### src/rtl/top_n_peak_stream_if.sv
// Stream interface for top_n_peak_stream.
// Carries the framed magnitude input stream (data_valid/in_ready handshake)
// and the ranked peak output stream (peak_valid/peak_ready handshake),
// plus the sticky overflow flag.
//   slave  : design view (consumes samples, produces peaks)
//   master : environment view (produces samples, consumes peaks)
interface top_n_peak_stream_if #(
    parameter int unsigned MAG_WIDTH  = 96,
    parameter int unsigned K_WIDTH    = 11,
    parameter int unsigned RANK_WIDTH = 2
);
    logic                  data_valid;
    logic                  in_ready;
    logic [MAG_WIDTH-1:0]  data_in;
    logic [K_WIDTH-1:0]    k_in;
    logic                  data_last;
    logic                  peak_valid;
    logic                  peak_ready;
    logic [RANK_WIDTH-1:0] peak_rank;
    logic [K_WIDTH-1:0]    peak_k;
    logic [MAG_WIDTH-1:0]  peak_mag;
    logic                  peak_present;
    logic                  peak_last;
    logic                  overflow;

    modport slave (
        input  data_valid, data_in, k_in, data_last, peak_ready,
        output in_ready, peak_valid, peak_rank, peak_k, peak_mag,
               peak_present, peak_last, overflow
    );

    modport master (
        output data_valid, data_in, k_in, data_last, peak_ready,
        input  in_ready, peak_valid, peak_rank, peak_k, peak_mag,
               peak_present, peak_last, overflow
    );
endinterface

### src/rtl/top_n_peak_stream.sv
// top_n_peak_stream: tracks the NUM_PEAKS largest unsigned magnitudes (with
// bin indices) over one framed stream and, at frame end, hands the sorted
// list to a drain bank that streams it out rank by rank.
// Ports:
//   clock   : system clock
//   reset_n : synchronous active-low reset
//   bus     : top_n_peak_stream_if.slave (sample input stream, peak output
//             stream, sticky overflow)
// Optional build macro: DC_REJECT_EN -- samples with k_in < DC_BINS are
// accepted but never inserted into the list.
module top_n_peak_stream #(
    parameter int unsigned MAG_WIDTH  = 96,
    parameter int unsigned K_WIDTH    = 11,
    parameter int unsigned NUM_PEAKS  = 4,
    parameter int unsigned RANK_WIDTH = 2,
    parameter int unsigned DC_BINS    = 2
) (
    input  logic                clock,
    input  logic                reset_n,
    top_n_peak_stream_if.slave  bus
);

    // Elaboration-time parameter sanity check
    if (NUM_PEAKS < 1 || NUM_PEAKS > 16 || (2 ** RANK_WIDTH) < NUM_PEAKS
        || DC_BINS > (2 ** K_WIDTH)) begin : g_bad_params
        $error("top_n_peak_stream: illegal parameter combination");
    end

    typedef enum logic [0:0] {
        ST_ACCUM = 1'b0,
        ST_HOLD  = 1'b1
    } state_e;

    typedef struct packed {
        logic                 present;
        logic [MAG_WIDTH-1:0] mag;
        logic [K_WIDTH-1:0]   k;
    } entry_t;

    state_e                state_q;
    logic                  in_ready_q;
    logic                  overflow_q;
    logic                  valid_q;
    logic [RANK_WIDTH-1:0] rank_q;
    logic                  last_q;
    entry_t                acc_q [NUM_PEAKS];
    entry_t                drn_q [NUM_PEAKS];
    entry_t                ins_d [NUM_PEAKS];

    logic   accept_c;
    logic   elig_c;
    int     pos_c;
    entry_t new_c;

    assign accept_c = bus.data_valid & in_ready_q;

`ifdef DC_REJECT_EN
    assign elig_c = (bus.k_in >= K_WIDTH'(DC_BINS));
`else
    assign elig_c = 1'b1;
`endif

    // Sorted insertion: new entry lands below every present entry with mag >= data_in
    always_comb begin
        ins_d = acc_q;
        pos_c = 0;
        new_c = '{present: 1'b1, mag: bus.data_in, k: bus.k_in};
        for (int i = 0; i < int'(NUM_PEAKS); i++) begin
            if (acc_q[i].present && (acc_q[i].mag >= bus.data_in)) begin
                pos_c = pos_c + 1;
            end
        end
        if (elig_c) begin
            if (pos_c == 0) begin
                ins_d[0] = new_c;
            end
            for (int i = 1; i < int'(NUM_PEAKS); i++) begin
                if (i == pos_c) begin
                    ins_d[i] = new_c;
                end else if (i > pos_c) begin
                    ins_d[i] = acc_q[i-1];
                end
            end
        end
    end

    // Control FSM, accumulation list and drain bank
    always_ff @(posedge clock) begin
        if (!reset_n) begin
            state_q    <= ST_ACCUM;
            in_ready_q <= 1'b1;
            overflow_q <= 1'b0;
            valid_q    <= 1'b0;
            rank_q     <= '0;
            last_q     <= 1'b0;
            for (int i = 0; i < int'(NUM_PEAKS); i++) begin
                acc_q[i] <= '0;
                drn_q[i] <= '0;
            end
        end else begin
            // Drain: slot 0 is the visible beat, the bank shifts up on each handshake
            if (valid_q && bus.peak_ready) begin
                for (int i = 0; i < int'(NUM_PEAKS) - 1; i++) begin
                    drn_q[i] <= drn_q[i+1];
                end
                drn_q[NUM_PEAKS-1] <= '0;
                if (last_q) begin
                    valid_q <= 1'b0;
                    rank_q  <= '0;
                    last_q  <= 1'b0;
                end else begin
                    rank_q <= rank_q + RANK_WIDTH'(1);
                    last_q <= ((rank_q + RANK_WIDTH'(1)) == RANK_WIDTH'(NUM_PEAKS - 1));
                end
            end

            case (state_q)
                ST_ACCUM: begin
                    if (accept_c) begin
                        if (!bus.data_last) begin
                            acc_q <= ins_d;
                        end else if (!valid_q) begin
                            drn_q   <= ins_d;
                            valid_q <= 1'b1;
                            rank_q  <= '0;
                            last_q  <= (NUM_PEAKS == 1);
                            for (int i = 0; i < int'(NUM_PEAKS); i++) begin
                                acc_q[i] <= '0;
                            end
                        end else begin
                            // Bank still busy: park the finished list
                            acc_q      <= ins_d;
                            state_q    <= ST_HOLD;
                            in_ready_q <= 1'b0;
                            overflow_q <= 1'b1;
                        end
                    end
                end
                ST_HOLD: begin
                    if (!valid_q) begin
                        drn_q      <= acc_q;
                        valid_q    <= 1'b1;
                        rank_q     <= '0;
                        last_q     <= (NUM_PEAKS == 1);
                        state_q    <= ST_ACCUM;
                        in_ready_q <= 1'b1;
                        for (int i = 0; i < int'(NUM_PEAKS); i++) begin
                            acc_q[i] <= '0;
                        end
                    end
                end
                default: begin
                    state_q    <= ST_ACCUM;
                    in_ready_q <= 1'b1;
                end
            endcase
        end
    end

    assign bus.in_ready     = in_ready_q;
    assign bus.overflow     = overflow_q;
    assign bus.peak_valid   = valid_q;
    assign bus.peak_rank    = rank_q;
    assign bus.peak_last    = last_q;
    assign bus.peak_present = drn_q[0].present;
    assign bus.peak_mag     = drn_q[0].mag;
    assign bus.peak_k       = drn_q[0].k;

endmodule
### src/flat_wrapper.sv
// flat-port wrapper written by rule: the top's interface ports become plain ports
module top_n_peak_stream_flat 
#(
    parameter int unsigned MAG_WIDTH  = 96,
    parameter int unsigned K_WIDTH    = 11,
    parameter int unsigned NUM_PEAKS  = 4,
    parameter int unsigned RANK_WIDTH = 2,
    parameter int unsigned DC_BINS    = 2
)
  (clock, reset_n, bus_data_valid, bus_data_in, bus_k_in, bus_data_last, bus_peak_ready, bus_in_ready, bus_peak_valid, bus_peak_rank, bus_peak_k, bus_peak_mag, bus_peak_present, bus_peak_last, bus_overflow);
  top_n_peak_stream_if #(.MAG_WIDTH(MAG_WIDTH), .K_WIDTH(K_WIDTH), .RANK_WIDTH(RANK_WIDTH)) bus_i ();
  input  logic clock;
  input  logic reset_n;
  input wire logic [$bits(bus_i.data_valid)-1:0] bus_data_valid;
  input wire logic [$bits(bus_i.data_in)-1:0] bus_data_in;
  input wire logic [$bits(bus_i.k_in)-1:0] bus_k_in;
  input wire logic [$bits(bus_i.data_last)-1:0] bus_data_last;
  input wire logic [$bits(bus_i.peak_ready)-1:0] bus_peak_ready;
  output wire logic [$bits(bus_i.in_ready)-1:0] bus_in_ready;
  output wire logic [$bits(bus_i.peak_valid)-1:0] bus_peak_valid;
  output wire logic [$bits(bus_i.peak_rank)-1:0] bus_peak_rank;
  output wire logic [$bits(bus_i.peak_k)-1:0] bus_peak_k;
  output wire logic [$bits(bus_i.peak_mag)-1:0] bus_peak_mag;
  output wire logic [$bits(bus_i.peak_present)-1:0] bus_peak_present;
  output wire logic [$bits(bus_i.peak_last)-1:0] bus_peak_last;
  output wire logic [$bits(bus_i.overflow)-1:0] bus_overflow;
  assign bus_i.data_valid = bus_data_valid;
  assign bus_i.data_in = bus_data_in;
  assign bus_i.k_in = bus_k_in;
  assign bus_i.data_last = bus_data_last;
  assign bus_i.peak_ready = bus_peak_ready;
  assign bus_in_ready = bus_i.in_ready;
  assign bus_peak_valid = bus_i.peak_valid;
  assign bus_peak_rank = bus_i.peak_rank;
  assign bus_peak_k = bus_i.peak_k;
  assign bus_peak_mag = bus_i.peak_mag;
  assign bus_peak_present = bus_i.peak_present;
  assign bus_peak_last = bus_i.peak_last;
  assign bus_overflow = bus_i.overflow;
  top_n_peak_stream #(.MAG_WIDTH(MAG_WIDTH), .K_WIDTH(K_WIDTH), .NUM_PEAKS(NUM_PEAKS), .RANK_WIDTH(RANK_WIDTH), .DC_BINS(DC_BINS)) u_core (.clock(clock), .reset_n(reset_n), .bus(bus_i));
endmodule
### config.mk
export PLATFORM = sky130hd
export DESIGN_NAME = top_n_peak_stream_flat
export DESIGN_NICKNAME = d
export VERILOG_FILES = /design/src/rtl/top_n_peak_stream_if.sv /design/src/rtl/top_n_peak_stream.sv /design/src/flat_wrapper.sv
export SDC_FILE = /design/constraint.sdc
export NUM_CORES = 2
export LEC_CHECK = 0
export ABC_AREA = 1
export CORE_UTILIZATION = 50
export CTS_BUF_LIST = sky130_fd_sc_hd__clkbuf_8
export CTS_CLUSTER_SIZE = 14
export DETAILED_ROUTE_END_ITERATION = 6
export PLACE_DENSITY = 0.72
export SYNTH_ARGS = -nofsm -noshare
export SYNTH_HDL_FRONTEND = slang
export SYNTH_SLANG_ARGS = --single-unit
export TNS_END_PERCENT = 30
### constraint.sdc
create_clock -name clock -period 13.2 [get_ports clock]
set_input_delay 3.96 -clock clock [delete_from_list [all_inputs] [get_ports clock]]
set_output_delay 3.96 -clock clock [all_outputs]
set_load 0.01 [all_outputs]
# --- Yosys cells after proc, flatten, opt, wreduce, memory -nomap -nowiden ---
# Index checks and enable logic that the tools add are counted.
totals:
  register_bits: 871
  output_inout_bits: 114
  in_bits: 112
classes:
  bitwise_logic: 2
  n_reduce_logical: 9
  n_lt_le_gt_ge: 7
  n_mux: 49
  addsub: 4
  eq_ne: 8
op_table:
  columns: ["cell", "count"]
  rows:
  - ["432-bit 2-to-1 mux", 9]
  - ["432-bit case mux with 2 select lines", 2]
  - ["108-bit 2-to-1 mux", 7]
  - ["96-bit greater-or-equal comparator", 4]
  - ["32-bit 2-to-1 mux", 3]
  - ["32-bit by 2-bit adder with 32-bit output, second input constant", 2]
  - ["3-bit by 32-bit == test with 1-bit output, first input constant", 2]
  - ["3-bit by 32-bit > comparator with 1-bit output, first input constant", 2]
  - ["2-bit by 32-bit == test with 1-bit output, first input constant", 1]
  - ["2-bit by 32-bit > comparator with 1-bit output, first input constant", 1]
  - ["32-bit zero test", 1]
  - ["1-bit 2-to-1 mux", 18]
  - ["2-bit 2-to-1 mux", 5]
  - ["1-bit case mux with 2 select lines", 4]
  - ["4-bit AND reduction", 2]
  - ["1-bit logical AND", 5]
  - ["2-bit by 1-bit inequality test with 1-bit output, second input constant", 2]
  - ["2-bit inequality test, second input constant", 2]
  - ["2-bit case mux with 2 select lines", 1]
  - ["1-bit by 1-bit adder with 2-bit output, second input constant", 1]
  - ["2-bit by 1-bit adder with 2-bit output, second input constant", 1]
  - ["2-bit == test, second input constant", 1]
  - ["2-bit AND reduction", 1]
  - ["1-bit AND", 1]
  - ["1-bit inverter", 1]

# --- Depth between registers and ports, before layout ---
depth:
  depth_word: 16
  ltp_mapped: 33
  depth_no_buf: 31

# --- Worst setup path before layout ---
# No wires, ideal clock.
synth_path:
  kind: "in2reg"
  from: "input bus_data_in[62]"
  to: "register u_core.drn_q[203] (netlist name)"
  path_buffers: 2
  arrival_time_ps: 7457
  path_slack_ps: 5611
  cell_stages: 28
  setup_time_ps: 132
  path_cell_list: "inv_1 -> ha_1 -> nand4_1 -> or3_1 -> nor4_1 -> nand3_1 -> nor4_1 -> nand3_1 -> o2111ai_1 -> nand2_1 -> inv_1 -> ha_1 -> inv_1 -> nand2_1 -> nand2_1 -> inv_1 -> ha_1 -> inv_1 -> nand2_1 -> nand2_2 -> nand2_2 -> buf_4 -> clkbuf_1 -> nand2_1 -> nand3_1 -> nand3_1 -> nand2_1 -> a21oi_1"
synth_between:
  elab_chain_len: 16
  word_cells_on_any_way: 23
synth_rtl:
  columns: ["element", "line_no", "source"]
  rows:
  - ["start: declaration", "flat_wrapper.sv:15", "input wire logic [$bits(bus_i.data_in)-1:0] bus_data_in;"]
  - ["96-bit greater-or-equal comparator", "top_n_peak_stream.sv:69", "if (acc_q[i].present && (acc_q[i].mag >= bus.data_in)) begin"]
  - ["1-bit logical AND", "top_n_peak_stream.sv:69", null]
  - ["1-bit 2-to-1 mux", "top_n_peak_stream.sv:69", null]
  - ["1-bit by 1-bit adder with 2-bit output", "top_n_peak_stream.sv:70", "pos_c = pos_c + 1;"]
  - ["32-bit 2-to-1 mux", "top_n_peak_stream.sv:69", null]
  - ["32-bit by 2-bit adder with 32-bit output", "top_n_peak_stream.sv:70", null]
  - ["32-bit 2-to-1 mux", "top_n_peak_stream.sv:69", null]
  - ["32-bit by 2-bit adder with 32-bit output", "top_n_peak_stream.sv:70", null]
  - ["32-bit 2-to-1 mux (*)", "top_n_peak_stream.sv:69", null]
  - ["3-bit by 32-bit > comparator with 1-bit output", "top_n_peak_stream.sv:80", "end else if (i > pos_c) begin"]
  - ["108-bit 2-to-1 mux", "top_n_peak_stream.sv:80", null]
  - ["108-bit 2-to-1 mux (*)", "top_n_peak_stream.sv:78", "if (i == pos_c) begin"]
  - ["432-bit 2-to-1 mux (*)", "top_n_peak_stream.sv:122", "end else if (!valid_q) begin"]
  - ["432-bit 2-to-1 mux (*)", "top_n_peak_stream.sv:120", "if (!bus.data_last) begin"]
  - ["432-bit 2-to-1 mux (*)", "top_n_peak_stream.sv:119", "if (accept_c) begin"]
  - ["432-bit case mux with 2 select lines (*)", "top_n_peak_stream.sv:117", "case (state_q)"]
  - ["end signal: indexed assignment", "top_n_peak_stream.sv:104", "drn_q[i] <= drn_q[i+1];"]
  - ["end signal: assignment", "top_n_peak_stream.sv:123", "drn_q <= ins_d;"]
  - ["end signal: assignment", "top_n_peak_stream.sv:141", "drn_q <= acc_q;"]
  - ["end: declaration", "top_n_peak_stream.sv:47", "entry_t drn_q [NUM_PEAKS];"]
# Mark *: on every way between the ends. The rest lies on a longest branch, timed or not.
# A chain may end at the register's enable or synchronous reset.

# --- Final worst setup path ---
layout_path:
  from: "input bus_data_in[63]"
  to: "register u_core.drn_q[219] (netlist name)"
layout_between:
  elab_chain_len: 16
  word_cells_on_any_way: 23
layout_rtl:
  columns: ["element", "line_no"]
  rows:
  - ["96-bit greater-or-equal comparator", "top_n_peak_stream.sv:69"]
  - ["1-bit logical AND", "top_n_peak_stream.sv:69"]
  - ["1-bit 2-to-1 mux", "top_n_peak_stream.sv:69"]
  - ["1-bit by 1-bit adder with 2-bit output", "top_n_peak_stream.sv:70"]
  - ["32-bit 2-to-1 mux", "top_n_peak_stream.sv:69"]
  - ["32-bit by 2-bit adder with 32-bit output", "top_n_peak_stream.sv:70"]
  - ["32-bit 2-to-1 mux", "top_n_peak_stream.sv:69"]
  - ["32-bit by 2-bit adder with 32-bit output", "top_n_peak_stream.sv:70"]
  - ["32-bit 2-to-1 mux (*)", "top_n_peak_stream.sv:69"]
  - ["2-bit by 32-bit > comparator with 1-bit output", "top_n_peak_stream.sv:80"]
  - ["108-bit 2-to-1 mux", "top_n_peak_stream.sv:80"]
  - ["108-bit 2-to-1 mux (*)", "top_n_peak_stream.sv:78"]
  - ["432-bit 2-to-1 mux (*)", "top_n_peak_stream.sv:122"]
  - ["432-bit 2-to-1 mux (*)", "top_n_peak_stream.sv:120"]
  - ["432-bit 2-to-1 mux (*)", "top_n_peak_stream.sv:119"]
  - ["432-bit case mux with 2 select lines (*)", "top_n_peak_stream.sv:117"]
# Marked as above.

==> results by group <==
Logic synthesis
  • Synth Area in Compound Gates: 18.1%
  • Post-synthesis mux area share: 4.44%
  • Synth Flop Type: dfxtp_1
  • Synth Instances: 9699
  • Synth cell types: 46
  • Post-Synth XOR/XNOR Area: 0%
  • Synth Register Bits: 871
  • Number of flops mapped to enable cells by yosys: 0
  • Largest family of logic cells by synthesized area: simple AND/OR/NAND/NOR gates
  • Simple-gate share of the synthesized area: 31.0%
  • Sequential-to-total area share from yosys stat: 28.1%
  • Synth Area in Adders: 7.82%
  • Async set-reset flop share out of synthesis: 0%
  • Net Count, Synth: 10200
  • Syn_area_per_cell: 6.40 um^2
  • YS warnings: 0
  • Mapped Area: 62000 um^2

Die
  • Die Ht: 354 um
  • I/O pins: 226
  • Die Wd: 354 um
  • Core ar.: 122000 um^2
  • FP Rows: 128
  • Initial core utilization: 50.7%
  • Die area: 126000 um^2

Critical path
  • Startpoint Class: input port
  • Worst Path Max Fanout: 96
  • WP data arrival: 12200 ps
  • Critical path required time: 13940 ps
  • Setup CP Type: in -> reg
  • CP peak stage delay: 930 ps
  • Worst path most repeated cell: nand2_1
  • CP max-delay cell: nor4_1
  • Setup crit end kind: flip-flop

Clock network
  • Clk Latency, worst-skew pair: 930 ps
  • Sink Count: 871
  • Clock Tree Buf Depth: 3
  • Root Buffer: clkbuf_8
  • Worst-path clk slew: 60 ps
  • Setup Buffers After CTS: 0
  • CTS tree: done
  • Post-cts sizing count: 0
  • CTS buffer count: 163
  • H-tree depth: 4
  • Hold-fix buffers, CTS: 0

Route
  • Via count: 68900
  • Initial DRC Count: 9159
  • TritonRoute pass-1 iters: 7
  • DRC viols: 10
  • Via density: 6.22
  • Antenna-violating nets left: 0
  • Final wirelength: 230000 um
  • Average wire per cell in the routed design: 20.8 um

Global routing
  • First-pass GRT wire length: 355000 um
  • Largest net degree at the start of global routing: 218
  • Total global routing overflow: 0
  • Total GRT Usage: 34.9%
  • Antenna violations before repair: 10
  • Number of global-route vias before repair: 63700

Place
  • Port bufs: 225
  • DP Cell Count: 10800
  • Dpl hpwl: 129000 um
  • Gpl congestion: 0.888

Pwr
  • Sw Ratio: 32.5%
  • Combinational power share: 18.3%
  • Sw Pwr: 2.18 mW
  • Clk pwr share: 38.7%
  • Power Dens Cells: 101 nW/um^2
  • Pleak: 29.4 nW
  • Overall Power: 6.69 mW
  • Worst VDD drop: 0.101 mV
  • Cell Int Power: 4.52 mW
  • Seq pwr share: 43.1%

Job
  • Max-Cap Viols: 0

STA
  • Fin Setup TNS: 0 ps
  • Min Hold Slack: 483 ps
  • Fin. max-slew vios: 0
  • Final setup viols: 0
  • Post-Route Skew: 45.3 ps
  • Final number of hold-violating endpoints: 0
  • RSZ-0062 raised after global routing: no
  • Fmax: 87.3 MHz
  • Crit share post-route: 86.8%
  • Post-layout min period: 11450 ps
  • Worst-Margin Slew: 1230 ps
  • Slew margin rel.: 17.8%

Layout
  • Layout cells sized above 1: 3.35%
  • Final std cells w/o fill: 11100
  • Net count reported at finish: 9836
  • Area growth syn-to-layout: 7.30%
  • Commonest cells after routing, fill and taps aside: nand2_1 (2404), a21oi_1 (1750), nand3_1 (1182)
  • Post-layout util: 54.4%
  • Most common cell after layout, fill and taps aside: nand2_1

Status
  • Run status: finished with violations
  • Failing checks: DRC

Min path
  • Class of the worst hold path: reg -> reg
==> logic make-up after synthesis <==
logic type,count (synthesis)
flip-flops,871
adder cells (fa/ha/maj),388
buffers and inverters,1581
AND/OR/NAND/NOR,4443
multiplexers,275
AO/OA/AOI/OAI,2141
==> synthesized netlist by cell type (2+ instances only) <==
library cell / number / area (um^2)
o2111ai_1: 6 / 52.6
nand2_1: 2406 / 9030
buf_4: 113 / 848
o21bai_1: 2 / 15.0
nand4_1: 362 / 2260
o21ai_1: 6 / 30.0
clkinv_1: 2 / 7.51
nand3_1: 1182 / 5920
nor2_1: 442 / 1660
inv_1: 746 / 2800
buf_2: 129 / 646
a21oi_1: 1750 / 8760
clkbuf_1: 479 / 1800
mux2i_1: 275 / 2750
buf_1: 102 / 383
dfxtp_1: 871 / 17400
o21a_1: 11 / 82.6
o21ai_0: 191 / 956
inv_2: 5 / 18.8
o221ai_1: 8 / 70.1
nor3_1: 21 / 105
a21o_1: 8 / 60.1
nand3b_1: 4 / 30.0
o211ai_1: 19 / 143
o311ai_0: 2 / 17.5
nor4_1: 6 / 37.5
nor2_4: 2 / 22.5
a22oi_1: 119 / 893
buf_6: 5 / 56.3
or3_1: 2 / 12.5
and2_1: 2 / 12.5
a211oi_1: 14 / 105
nand2_2: 7 / 43.8
ha_1: 388 / 4850
==> state kept, by name (all words and copies together), names as in the netlist <==
register                 flops
u_core.bus.peak_mag         96
u_core.bus.peak_present      1
u_core.bus.peak_rank         2
u_core.acc_q               432
u_core.drn_q               324
u_core.bus.peak_last         1
u_core.bus.peak_k           11
u_core.state_q               1
u_core.bus.overflow          1
u_core.bus.peak_valid        1
u_core.bus.in_ready          1
==> path summary, 6_finish.rpt <==
check / from / end / slack [ps] / depth (start not counted)
max reg2reg: u_core.acc_q[289]$_SDFFE_PN0P_ / u_core.drn_q[219]$_SDFF_PN0_ / 5150 / 26
min reg2reg: u_core.acc_q[3]$_SDFFE_PN0P_ / u_core.acc_q[3]$_SDFFE_PN0P_ / 480 / 2
max: bus_data_in[63] / u_core.drn_q[219]$_SDFF_PN0_ / 1750 / 28
min: u_core.acc_q[3]$_SDFFE_PN0P_ / u_core.acc_q[3]$_SDFFE_PN0P_ / 480 / 2
==> worst max-delay path: cells and delay by family <==
| family | cells | cell delay, ps |
|---|---|---|
| fa+ha+maj | 3 | 800 |
| simple gates | 16 | 4750 |
| compound gates | 2 | 220 |
| buf+inv | 7 | 2350 |
==> per-layer routing <==
metal | part of all wire (%) | global-route usage [%] | up-vias
li1 | - | - | 32200
met5 | 0.028 | 0 | -
met3 | 12 | 7.85 | 732
met4 | 4.5 | 16.9 | 10
met1 | 40 | 45.5 | 31900
met2 | 44 | 54.4 | 4177
==> final cells by class <==
type                       instances  area (um^2)
antenna                            4         10.0
clock buffer                     194         2670
clock inverter                    88          384
fill                           11900        55800
inverter                         753         2860
multi-input combinational       7247        38200
sequential                       871        17400
tap                             1625         2030
timing repair buffer             300         2990
==> power groups by stage <==
| stage | clock network, mW | registers [mW] | logic [mW] |
|---|---|---|---|
| global route | 2.72 | 2.89 | 1.34 |
| global placement | 0 | 2.93 | 1.16 |
| CTS | 2.60 | 2.88 | 1.20 |
| floorplan | 0 | 2.88 | 0.872 |
| finish | 2.59 | 2.88 | 1.22 |
| detailed placement | 0 | 2.93 | 1.19 |
==> per-stage QoR <==
stage                     setup slack, ps  cell area, um^2
after global routing                 1560            66600
after CTS                            2240            66600
after floorplan                      5610            62000
after detailed placement             1270            63500
after global placement               1370            63500
final                                1750            66600
Note: power is estimated with default switching activity, not from simulation.
